**src/rtl/mult_pkg.sv**
```systemverilog
// Shared types and defaults for the shift-add multiplier controller.
package mult_pkg;
  localparam int WIDTH_DEF = 8;

  typedef enum logic [2:0] {
    IDLE  = 3'd0,
    CLEAR = 3'd1,
    ADD   = 3'd2,
    SHIFT = 3'd3,
    HALT  = 3'd4
  } mc_state_t;
endpackage

```
**src/rtl/multiplier_control_rise_detect.sv**
```systemverilog
// Registers a level and flags its rising edge; reset value 1 masks a level
// already high when reset is released.
module rise_detect (
  input  logic clk,
  input  logic rst_n,
  input  logic d,
  output logic rise
);
  logic d_q;

  always_ff @(posedge clk or negedge rst_n) begin
    if (!rst_n) d_q <= 1'b1;
    else        d_q <= d;
  end

  assign rise = d & ~d_q;
endmodule

```
**src/rtl/multiplier_control.sv**
```systemverilog
// Sequencer for a WIDTH-iteration signed shift-add multiplier (X:A:B datapath).
module multiplier_control
  import mult_pkg::*;
#(
  parameter int WIDTH = WIDTH_DEF
) (
  input  logic Clk,
  input  logic Reset_n,
  input  logic Run,
  input  logic ClearA_LoadB,
  input  logic M,
  output logic Clr_XA,
  output logic Ld_B,
  output logic Ld_XA,
  output logic Add,
  output logic Sub,
  output logic Shift_En,
  output logic Busy,
  output logic Done
);
  localparam int CW = $clog2(WIDTH);
  localparam logic [CW-1:0] LAST = CW'(WIDTH - 1);

  mc_state_t     state, state_n;
  logic [CW-1:0] cnt, cnt_n;
  logic          start;

  rise_detect u_rise (
    .clk  (Clk),
    .rst_n(Reset_n),
    .d    (Run),
    .rise (start)
  );

  always_ff @(posedge Clk or negedge Reset_n) begin
    if (!Reset_n) begin
      state <= IDLE;
      cnt   <= '0;
    end else begin
      state <= state_n;
      cnt   <= cnt_n;
    end
  end

  // Outputs are gated by Reset_n so they drop the instant reset asserts,
  // even while ClearA_LoadB is high in IDLE.
  always_comb begin
    state_n  = state;
    cnt_n    = cnt;
    Clr_XA   = 1'b0;
    Ld_B     = 1'b0;
    Ld_XA    = 1'b0;
    Add      = 1'b0;
    Sub      = 1'b0;
    Shift_En = 1'b0;
    Busy     = 1'b0;
    Done     = 1'b0;
    if (Reset_n) begin
      case (state)
        IDLE: begin
          cnt_n = '0;
          if (start) begin
            state_n = CLEAR;
          end else if (ClearA_LoadB) begin
            Ld_B   = 1'b1;
            Clr_XA = 1'b1;
          end
        end
        CLEAR: begin
          Busy    = 1'b1;
          Clr_XA  = 1'b1;
          cnt_n   = '0;
          state_n = ADD;
        end
        ADD: begin
          // The final partial product carries the sign bit: subtract it.
          Busy  = 1'b1;
          Ld_XA = M;
          if (cnt == LAST) Sub = M;
          else             Add = M;
          state_n = SHIFT;
        end
        SHIFT: begin
          Busy     = 1'b1;
          Shift_En = 1'b1;
          if (cnt == LAST) begin
            state_n = HALT;
          end else begin
            cnt_n   = cnt + CW'(1);
            state_n = ADD;
          end
        end
        HALT: begin
          Done = 1'b1;
          if (!Run) state_n = IDLE;
        end
        default: state_n = IDLE;
      endcase
    end
  end
endmodule

```
**config.mk**
```make
export PLATFORM = sky130hd
export DESIGN_NAME = multiplier_control
export DESIGN_NICKNAME = d
export VERILOG_FILES = /design/src/rtl/mult_pkg.sv /design/src/rtl/multiplier_control_rise_detect.sv /design/src/rtl/multiplier_control.sv
export SDC_FILE = /design/constraint.sdc
export NUM_CORES = 1
export LEC_CHECK = 0
export CAP_MARGIN = 25
export CORE_AREA = 2 2 39 41
export CTS_BUF_LIST = sky130_fd_sc_hd__clkbuf_8
export DETAILED_ROUTE_END_ITERATION = 8
export DIE_AREA = 0 0 41 43
export GPL_TIMING_DRIVEN = 0
export RECOVER_POWER = 25
export SLEW_MARGIN = 30
export SYNTH_ARGS = -nofsm -noshare
export SYNTH_HDL_FRONTEND = slang
export SYNTH_SLANG_ARGS = --single-unit
export TNS_END_PERCENT = 1
```
**constraint.sdc**
```tcl
create_clock -name Clk -period 2.25 [get_ports Clk]
set_clock_uncertainty 0.05 [all_clocks]
set_input_delay 0.45 -clock Clk [delete_from_list [all_inputs] [get_ports Clk]]
set_output_delay 0.45 -clock Clk [all_outputs]
set_load 0.03 [all_outputs]
```
# After elaboration in Yosys (flattened, before gate mapping)
# Cells that the tools add are included.
[classes]
n_mux = 26
addsub = 1
reduce_logical = 6
n_eq_ne = 8
bitwise = 2
[ops]
columns = ["op", "n"]
rows = [
  ["2-to-1 mux 1 bit", 19],
  ["case mux 3 bit (5 select lines)", 1],
  ["2-to-1 mux 3 bit", 4],
  ["equality test 3 x 2 -> 1 bit, second input constant", 2],
  ["equality test 3 bit, second input constant", 2],
  ["inequality test 2 bit, second input constant", 3],
  ["case mux 3 bit (2 select lines)", 1],
  ["AND reduction 3 bit", 2],
  ["adder 3 x 1 -> 3 bit, second input constant", 1],
  ["equality test 3 x 1 -> 1 bit, second input constant", 1],
  ["logical NOT 3 bit", 1],
  ["OR reduction 3 bit", 1],
  ["case mux 1 bit (2 select lines)", 1],
  ["nonzero test 2 bit", 1],
  ["OR reduction 2 bit", 1],
  ["bitwise AND 1 bit", 1],
  ["NOT 1 bit", 1],
]
[word_totals]
ff_bits = 7
output_inout_bits = 8
elab_cells = 46
inputBits = 5

# Depth between registers and ports, before layout
# Gate-level depths: netlist of run 1.
[depth]
word_depth = 5
ltp_mapped = 5
ltp_nobuf = 5

# By module
# Synthesis of run 1 repeated with hierarchy kept, for this count alone.
[hier_totals]
cells_unflattened = 50
hier_area_um2 = 478.0
[by_module_without_submodules]
columns = ["module", "area_each_um2", "seq_area_each_um2", "cells_per_inst", "n_inst"]
rows = [
  ["multiplier_control", 437.9, 150.1, 48, 1],
  ["rise_detect", 40.0, 26.3, 2, 1],
]

# Least setup slack after synthesis of run 1
# No wires, ideal clock.
[synth_path]
kind = "flip-flop to output port"
from = "reg state[2]"
to = "out Add"
stages_incl_launch_ff = 4
setup_slack_ns = 0.253
t_required_ns = 1.750
arrival_ns = 1.497
n_path_buf = 0
path_cell_list = "dfrtp_1 > and2b_1 > and4b_1 > nor2b_1"
[synth_between]
elab_chain_cells = 3
[synth_lines]
columns = ["element", "line_no", "text"]
rows = [
  ["start: declaration", "multiplier_control.sv:24", "mc_state_t state, state_n;"],
  ["start signal: assignment", "multiplier_control.sv:40", "state <= state_n;"],
  ["equality test 3 x 2 -> 1 bit", "multiplier_control.sv:59", "case (state)"],
  ["2-to-1 mux 1 bit", "multiplier_control.sv:59", ""],
  ["2-to-1 mux 1 bit", "multiplier_control.sv:58", "if (Reset_n) begin"],
  ["end: declaration", "multiplier_control.sv:15", "output logic Add,"],
]
# No other way between the ends.

# Worst setup path in the final report of run 1
[layout_path]
from = "in Run"
to = "out Clr_XA"
[layout_between]
elab_chain_cells = 4
[layout_lines]
columns = ["element", "line_no", "text"]
rows = [
  ["start: declaration", "multiplier_control.sv:9", "input logic Run,"],
  ["bitwise AND 1 bit", "multiplier_control_rise_detect.sv:16", "assign rise = d & ~d_q;"],
  ["2-to-1 mux 1 bit", "multiplier_control.sv:62", "if (start) begin"],
  ["case mux 1 bit (2 select lines)", "multiplier_control.sv:59", ""],
  ["2-to-1 mux 1 bit", "multiplier_control.sv:58", ""],
  ["end: declaration", "multiplier_control.sv:12", "output logic Clr_XA,"],
]
# No other way between the ends.

==> results.sh, run 1 <==
export IMPL_finalSetupTns_ns=0
export IMPL_setup_viol_count_final=0
export IMPL_core_area_mm2=0.00138
export IMPL_post_synth_top_area_cell="dfrtp_1"
export IMPL_critPathKind="input pin to primary output"
export IMPL_max_cap_viol_count=0
export IMPL_critPathCaptureType="primary output"
export IMPL_placed_cells=74
export IMPL_firstDrtPassIters=2
export IMPL_drive_gt1_share_pct=22.6
export IMPL_path_buf_inv=2
export IMPL_clockBufferDepth=2
export IMPL_cts_sinks=7
export IMPL_seq_area_frac_synth_pct=38.7
export IMPL_syn_to_final_growth_pct=38.2
export IMPL_outcome="completed"
export IMPL_period_minus_slack_ns=2.14
export IMPL_max_stage_delay_ns=0.45
export IMPL_instances_no_fill=78
export IMPL_power_density_mw_per_mm2=1240
export IMPL_yosysWarnings=0
export IMPL_grt_pass1_vias=376
export IMPL_p_leak_nw=0.312
export IMPL_cts_root_buf="clkbuf_8"
export IMPL_grt_overflow_total=0
export IMPL_synth_seq_cells=7
export IMPL_p_switching_mw=0.321
export IMPL_grtUsageTotal_pct=14.2
export IMPL_ir_worst_vdd_v=0.000510
export IMPL_syn_inst=46
export IMPL_hpwl_um=661
export IMPL_hold_viol_final=0
export IMPL_clockPowerShare_pct=22.8
export IMPL_crit_path_start_kind="input pin"
export IMPL_drcViolationCount=0
export IMPL_drtIter0Drc=1
export IMPL_crit_slowest_cell="clkdlybuf4s50_1"
export IMPL_cpLargestDelayFamily="buffers and inverters"
export IMPL_fmax_mhz=468
export IMPL_initial_utilization_pct=32.9
export IMPL_cts_tree="yes"
export IMPL_port_buffers=12
export IMPL_p_sw_share_pct=41.1
export IMPL_pre_cts_slack_ns=-0.781
export IMPL_grt_pass1_wl_um=1590
export IMPL_worst_slew_pin_slew_ns=0.300
export IMPL_synth_nets=54
export IMPL_finalMaxSlewViolations=0
export IMPL_rows=14
export IMPL_grt_max_degree=15
export IMPL_htreeDepth=1
export IMPL_layout_nets=71
export IMPL_synth_top_cell_area_share_pct=33.0
export IMPL_syn_area_per_cell_um2=9.90
export IMPL_crit_required_ns=1.75
export IMPL_grt_setup_unrepaired="false"
export IMPL_power_mw=0.781
export IMPL_totalWireLength_um=945
export IMPL_power_frac_comb_pct=47.0
export IMPL_path_cells="clkdlybuf4s50_1, nand2b_1, a21oi_1, nor3_1, dlygate4sd2_1"
export IMPL_critPathMaxFanout=3
export IMPL_die_h_um=43
export IMPL_p_int_mw=0.460
export IMPL_wire_per_inst_um=12.1
export IMPL_num_vias=388
export IMPL_regArea_um2=176
export IMPL_multi_input_area_um2=274
export IMPL_ios=13
export IMPL_path_clk_slew_ns=0.04
export IMPL_die_x_um=41
export IMPL_synth_area_top_cells="dfrtp_1 33%, ha_1 8.2%, o211ai_2 8.2%"
export IMPL_die_area_mm2=0.00176
export IMPL_viasPerCell=4.97
export IMPL_final_antenna_net_count=0
export IMPL_clk_latency_ns=0.23
export IMPL_seq_power_share_pct=30.1
export IMPL_min_path_type="input pin to async pin"
export IMPL_period_share_pct=94.9
export IMPL_setup_ws_ns=0.114
export IMPL_synthDistinctLibCells=23
export IMPL_antenna_found_initial=0
export IMPL_cp_arrival_ns=1.64
export IMPL_fin_util_pct=45.5
export IMPL_fillCellCount=145
export IMPL_gp_congestion=0.667
export IMPL_antenna_cells=0
export IMPL_numCtsBuffers=3
export IMPL_syn_cell_area_um2=455
export IMPL_slew_headroom_pct=80.1
==> final cells by class <==
type                            instances  area share [%]
Buffer                                  1           0.795
Sequential cell                         7            28.0
Tap cell                               16            3.18
Multi-Input combinational cell         38            43.5
Timing Repair Buffer                   12            17.3
Clock buffer                            3            6.56
Clock inverter                          1           0.596
==> sequential cells by signal (all words and copies together), names as in the netlist <==
register	flops
u_rise.d_q	1
cnt	3
state	3
==> worst register-to-register path, delay by kind of cell, from the launching register on <==
family	cells	cell delay, ns
simple gates	2	0.48
flops	1	0.40
compound gates	1	0.15
fa+ha+maj	2	0.45
==> kinds of logic after synthesis <==
| logic type | after synthesis | share of synthesized area (%) |
|---|---|---|
| AO/OA/AOI/OAI | 10 | 19.2 |
| adder cells (fa/ha/maj) | 3 | 8.24 |
| buffers and inverters | 1 | 1.10 |
| AND/OR/NAND/NOR | 25 | 32.7 |
| flip-flops | 7 | 38.7 |
==> per-stage QoR <==
stage	cell area, um2	hold WS [ns]
finish	629	0.0321
global route	629	0.0486
CTS	636	0.139
detailed placement	596	0.480
global placement	596	0.469
floorplan	455	0.104
==> cell usage in the layout, fill, tap and decap left out, drive strengths merged, types with 2 or more instances in the layout <==
cell,synthesis,routed
nand2,5,5
nor2,2,2
clkbuf,0,3
nand2b,5,5
clkdlybuf4s50,0,3
and3,2,2
o211ai,3,3
buf,1,2
dlygate4sd2,0,6
ha,3,3
nand3,3,3
dfrtp,6,6
a21oi,3,3
nor2b,2,2
clkdlybuf4s15,0,2
==> metal layers <==
| metal | share of wire (%) | global-route usage [%] | vias to the layer above |
|---|---|---|---|
| met4 | 2.6 | 10.0 | 0 |
| li1 | - | - | 200 |
| met5 | 0 | 0 | - |
| met3 | 6.7 | 6.28 | 3 |
| met1 | 48 | 15.5 | 173 |
| met2 | 43 | 20.6 | 12 |
==> synth_stat cells (all sizes together) <==
cell and n:
ha 3, a21bo 1, a22o 1, a31o 1, and4b 1, nor2b 2
and4 1, and2b 1, nor2 2, a21oi 3, dfrtp 6, dfstp 1
nor3 1, buf 1, o211ai 3, o31ai 1, nand2 5, or2 1
and2 1, and3 2, nand2b 5, nand3 3
==> power groups by stage <==
| stage | registers [mW] | clock network, mW | logic (mW) |
|---|---|---|---|
| after floorplan | 0.222 | 0 | 0.291 |
| after global placement | 0.235 | 0 | 0.382 |
| after detailed placement | 0.237 | 0 | 0.388 |
| after CTS | 0.235 | 0.184 | 0.378 |
| after global routing | 0.248 | 0.191 | 0.418 |
| final | 0.235 | 0.178 | 0.367 |
==> final timing paths <==
| path | endpoint | cells after the start | startpoint | slack (ns) |
|---|---|---|---|---|
| max | Clr_XA | 5 | Run | 0.11 |
| min | state[2]$_DFFE_PN0P_ | 1 | Reset_n | 0.03 |
| max reg2reg | cnt[2]$_DFFE_PN0P_ | 5 | cnt[0]$_DFFE_PN0P_ | 0.64 |
| min reg2reg | cnt[1]$_DFFE_PN0P_ | 2 | cnt[1]$_DFFE_PN0P_ | 0.48 |
| max in group asynchronous | u_rise.d_q$_DFF_PN1_ | 1 | Reset_n | 1.85 |
| min in group Clk | cnt[1]$_DFFE_PN0P_ | 2 | cnt[1]$_DFFE_PN0P_ | 0.48 |
==> timing repair <==
action | in CTS | in global routing
endpoints found under the setup margin | 8 | 3
setup buffers | 0 | 0
pin swaps | 0 | 0
hold buffers | 0 | 0
resized for setup | 14 | 2
Note: power is estimated with default switching activity, not from simulation.
==> run 2, diff against run 1 <==
--- a/config.mk
+++ b/config.mk
@@ -15,5 +15,6 @@
 export SLEW_MARGIN = 30
 export SYNTH_ARGS = -nofsm -noshare
 export SYNTH_HDL_FRONTEND = slang
+export SYNTH_HIERARCHICAL = 1
 export SYNTH_SLANG_ARGS = --single-unit
 export TNS_END_PERCENT = 1
==> run 2 against run 1 <==
Against the previous run: non-clock buffer count is 2 higher; global-route usage is 0.40 points lower; via count is 5.4% higher; design area is 4.2% higher; critical path depth is 1 lower; synthesized cell count is 8.7% higher; largest cell class unchanged.
==> results.sh, run 2 <==
export IMPL_outcome="completed"
export IMPL_cts_tree="yes"
export IMPL_post_cts_setup_buffers=0
export IMPL_grt_setup_unrepaired="false"
export IMPL_syn_area_per_cell_um2=9.56
export IMPL_path_cells="ha_1, ha_1, nor4_2, clkdlybuf4s15_2"
export IMPL_drive_gt1_share_pct=28.8
export IMPL_worst_slew_pin_slew_ns=0.313
export IMPL_cts_root_buf="clkbuf_8"
export IMPL_syn_inst=50
export IMPL_synth_area_top_cells="dfrtp_1 31%, ha_1 7.9%, dfstp_2 5.5%"
export IMPL_ys_async_sr_fraction_pct=100
export IMPL_drcViolationCount=0
export IMPL_hold_viol_final=0
export IMPL_max_cap_viol_count=0
export IMPL_path_clk_slew_ns=0.04
export IMPL_port_buffers=12
export IMPL_fin_util_pct=47.4
export IMPL_antenna_cells=0
export IMPL_wire_per_inst_um=11.8
export IMPL_viasPerCell=4.99
export IMPL_crit_slowest_cell="dfrtp_1"
export IMPL_syn_cell_area_um2=478
export IMPL_layout_nets=75
export IMPL_final_antenna_net_count=0
export IMPL_finalMaxSlewViolations=0
export IMPL_initial_utilization_pct=34.5
export IMPL_synth_edf_count=0
export IMPL_p_leak_nw=0.324
export IMPL_rrSetupSlack_ns=0.66
export IMPL_ios=13
export IMPL_firstDrtPassIters=4
export IMPL_ir_worst_vdd_v=0.000521
export IMPL_synth_nets=58
export IMPL_slew_headroom_pct=79.1
export IMPL_mostFrequentLayoutCells="7 x nand2_1, 6 x dfrtp_1, 4 x buf_2"
export IMPL_antenna_found_initial=0
export IMPL_synth_top_cell_area_share_pct=31.4
export IMPL_fmax_mhz=461
export IMPL_drtIter0Drc=6
export IMPL_grt_pass1_vias=359
export IMPL_num_vias=409
export IMPL_totalWireLength_um=964
export IMPL_grt_max_degree=14
export IMPL_core_area_mm2=0.00138
export IMPL_die_h_um=43
export IMPL_reg2reg_from="cnt[0]$_DFFE_PN0P_"
export IMPL_critPathKind="register to primary output"
export IMPL_netlist_top_cells_count="7 x nand2_1, 6 x dfrtp_1"
export IMPL_die_area_mm2=0.00176
export IMPL_period_share_pct=96.4
export IMPL_synth_seq_cells=7
export IMPL_period_minus_slack_ns=2.17
export IMPL_synth_top_flop_cell="dfrtp_1"
export IMPL_grt_pass1_wl_um=1570
export IMPL_min_path_type="input pin to async pin"
export IMPL_yosysWarnings=6
export IMPL_instances_no_fill=82
export IMPL_rows=14
export IMPL_crit_path_start_kind="register"
export IMPL_placed_cells=78
export IMPL_power_mw=0.840
export IMPL_reg2reg_depth=5
export IMPL_crit_required_ns=1.75
export IMPL_mostFrequentLayoutCell="nand2_1"
export IMPL_grt_overflow_total=0
export IMPL_setup_viol_count_final=0
export IMPL_power_density_mw_per_mm2=1280
export IMPL_cp_arrival_ns=1.67
export IMPL_synthDistinctLibCells=26
export IMPL_gp_congestion=0.726
export IMPL_ctsHoldBuffers=0
export IMPL_grtUsageTotal_pct=13.8
export IMPL_critPathCaptureType="primary output"
export IMPL_yosysMostFrequentCell="nand2_1"
export IMPL_hpwl_um=691
export IMPL_r2r_end="cnt[1]$_DFFE_PN0P_"
export IMPL_numCtsBuffers=3
export IMPL_critPathMaxFanout=4
export IMPL_syn_to_final_growth_pct=37.2
export IMPL_finalSetupTns_ns=0
export IMPL_die_x_um=41
export IMPL_htreeDepth=1
export IMPL_clockBufferDepth=2
export IMPL_post_synth_top_area_cell="dfrtp_1"
export IMPL_reg_top3="cnt x3, state x3, u_rise/d_q x1"
export IMPL_seq_area_frac_synth_pct=36.9
export IMPL_cts_sinks=7
export IMPL_max_stage_delay_ns=0.40
export IMPL_timing_critical_path_mode_cell="ha_1"
export IMPL_clk_latency_ns=0.22
## run 2: worst max-delay path by stage
stage | cells past startpoint | endpoint | startpoint
after global routing | 4 | Add | cnt[0]$_DFFE_PN0P_
after detailed placement | 6 | Sub | Reset_n
final | 4 | Add | cnt[0]$_DFFE_PN0P_
after CTS | 4 | Done | state[0]$_DFFE_PN0P_
after global placement | 6 | Sub | Reset_n
after floorplan | 3 | Ld_B | state[2]$_DFFE_PN0P_
## run 2: repair_timing
action                     in CTS  in global routing
setup endpoints to repair       8                  5
gates resized for setup        23                  5
cloned                          0                  0
## run 2: cell families (layout without fill, tap and decap cells)
kind of cell,after synthesis,after routing,synth area share [%]
AO/OA/AOI/OAI,10,10,15.7
adder cells (fa/ha/maj),3,3,7.85
buffers and inverters,4,20,6.54
flip-flops,7,7,36.9
AND/OR/NAND/NOR,26,26,33.0
## run 2: critical path: cells and delay by family, from the launching register on
family	cells	cell delay [ns]
and+or+nand+nor	1	0.25
buffers and inverters	1	0.33
adders and majority gates	2	0.46
DFF	1	0.40
## run 2: final cells by class
cell class,instances,area (um2)
flip-flops and latches,7,176
fillers,139,728
clock inverters,1,3.75
multi-input cells,39,277
repair buffers,12,106
well taps,16,20.0
plain buffers,3,27.5
inverters,1,3.75
clock buffers,3,41.3
## run 2: routing by layer
layer	GRT usage, %	share of wire [%]
met1	19.1	51
met2	17.8	43
met3	3.14	5.1
met4	10.0	0.83
met5	0	0
## run 2: power breakdown
part / internal, mW / switching [mW] / total, mW / leakage, nW
logic: 0.190 / 0.252 / 0.442 / 0.216
registers: 0.179 / 0.0465 / 0.226 / 0.0813
clock network: 0.118 / 0.0545 / 0.172 / 0.0269
total: 0.488 / 0.353 / 0.840 / 0.324
## run 2: through the flow
step	area, um2	hold WS [ns]	worst slack [ns]
after global routing	656	0.0572	0.00899
after global placement	624	0.462	-0.794
after CTS	666	0.142	0.0169
after detailed placement	624	0.475	-0.807
final	656	0.0333	0.0811
after floorplan	484	0.104	0.120
==> run 3, diff against run 2 <==
--- a/config.mk
+++ b/config.mk
@@ -10,6 +10,7 @@
 export CTS_BUF_LIST = sky130_fd_sc_hd__clkbuf_8
 export DETAILED_ROUTE_END_ITERATION = 8
 export DIE_AREA = 0 0 41 43
+export GPL_ROUTABILITY_DRIVEN = 1
 export GPL_TIMING_DRIVEN = 0
 export RECOVER_POWER = 25
 export SLEW_MARGIN = 30
==> results of run 3 <==
No change in the layout: final DEF, timing and power equal those of run 2.
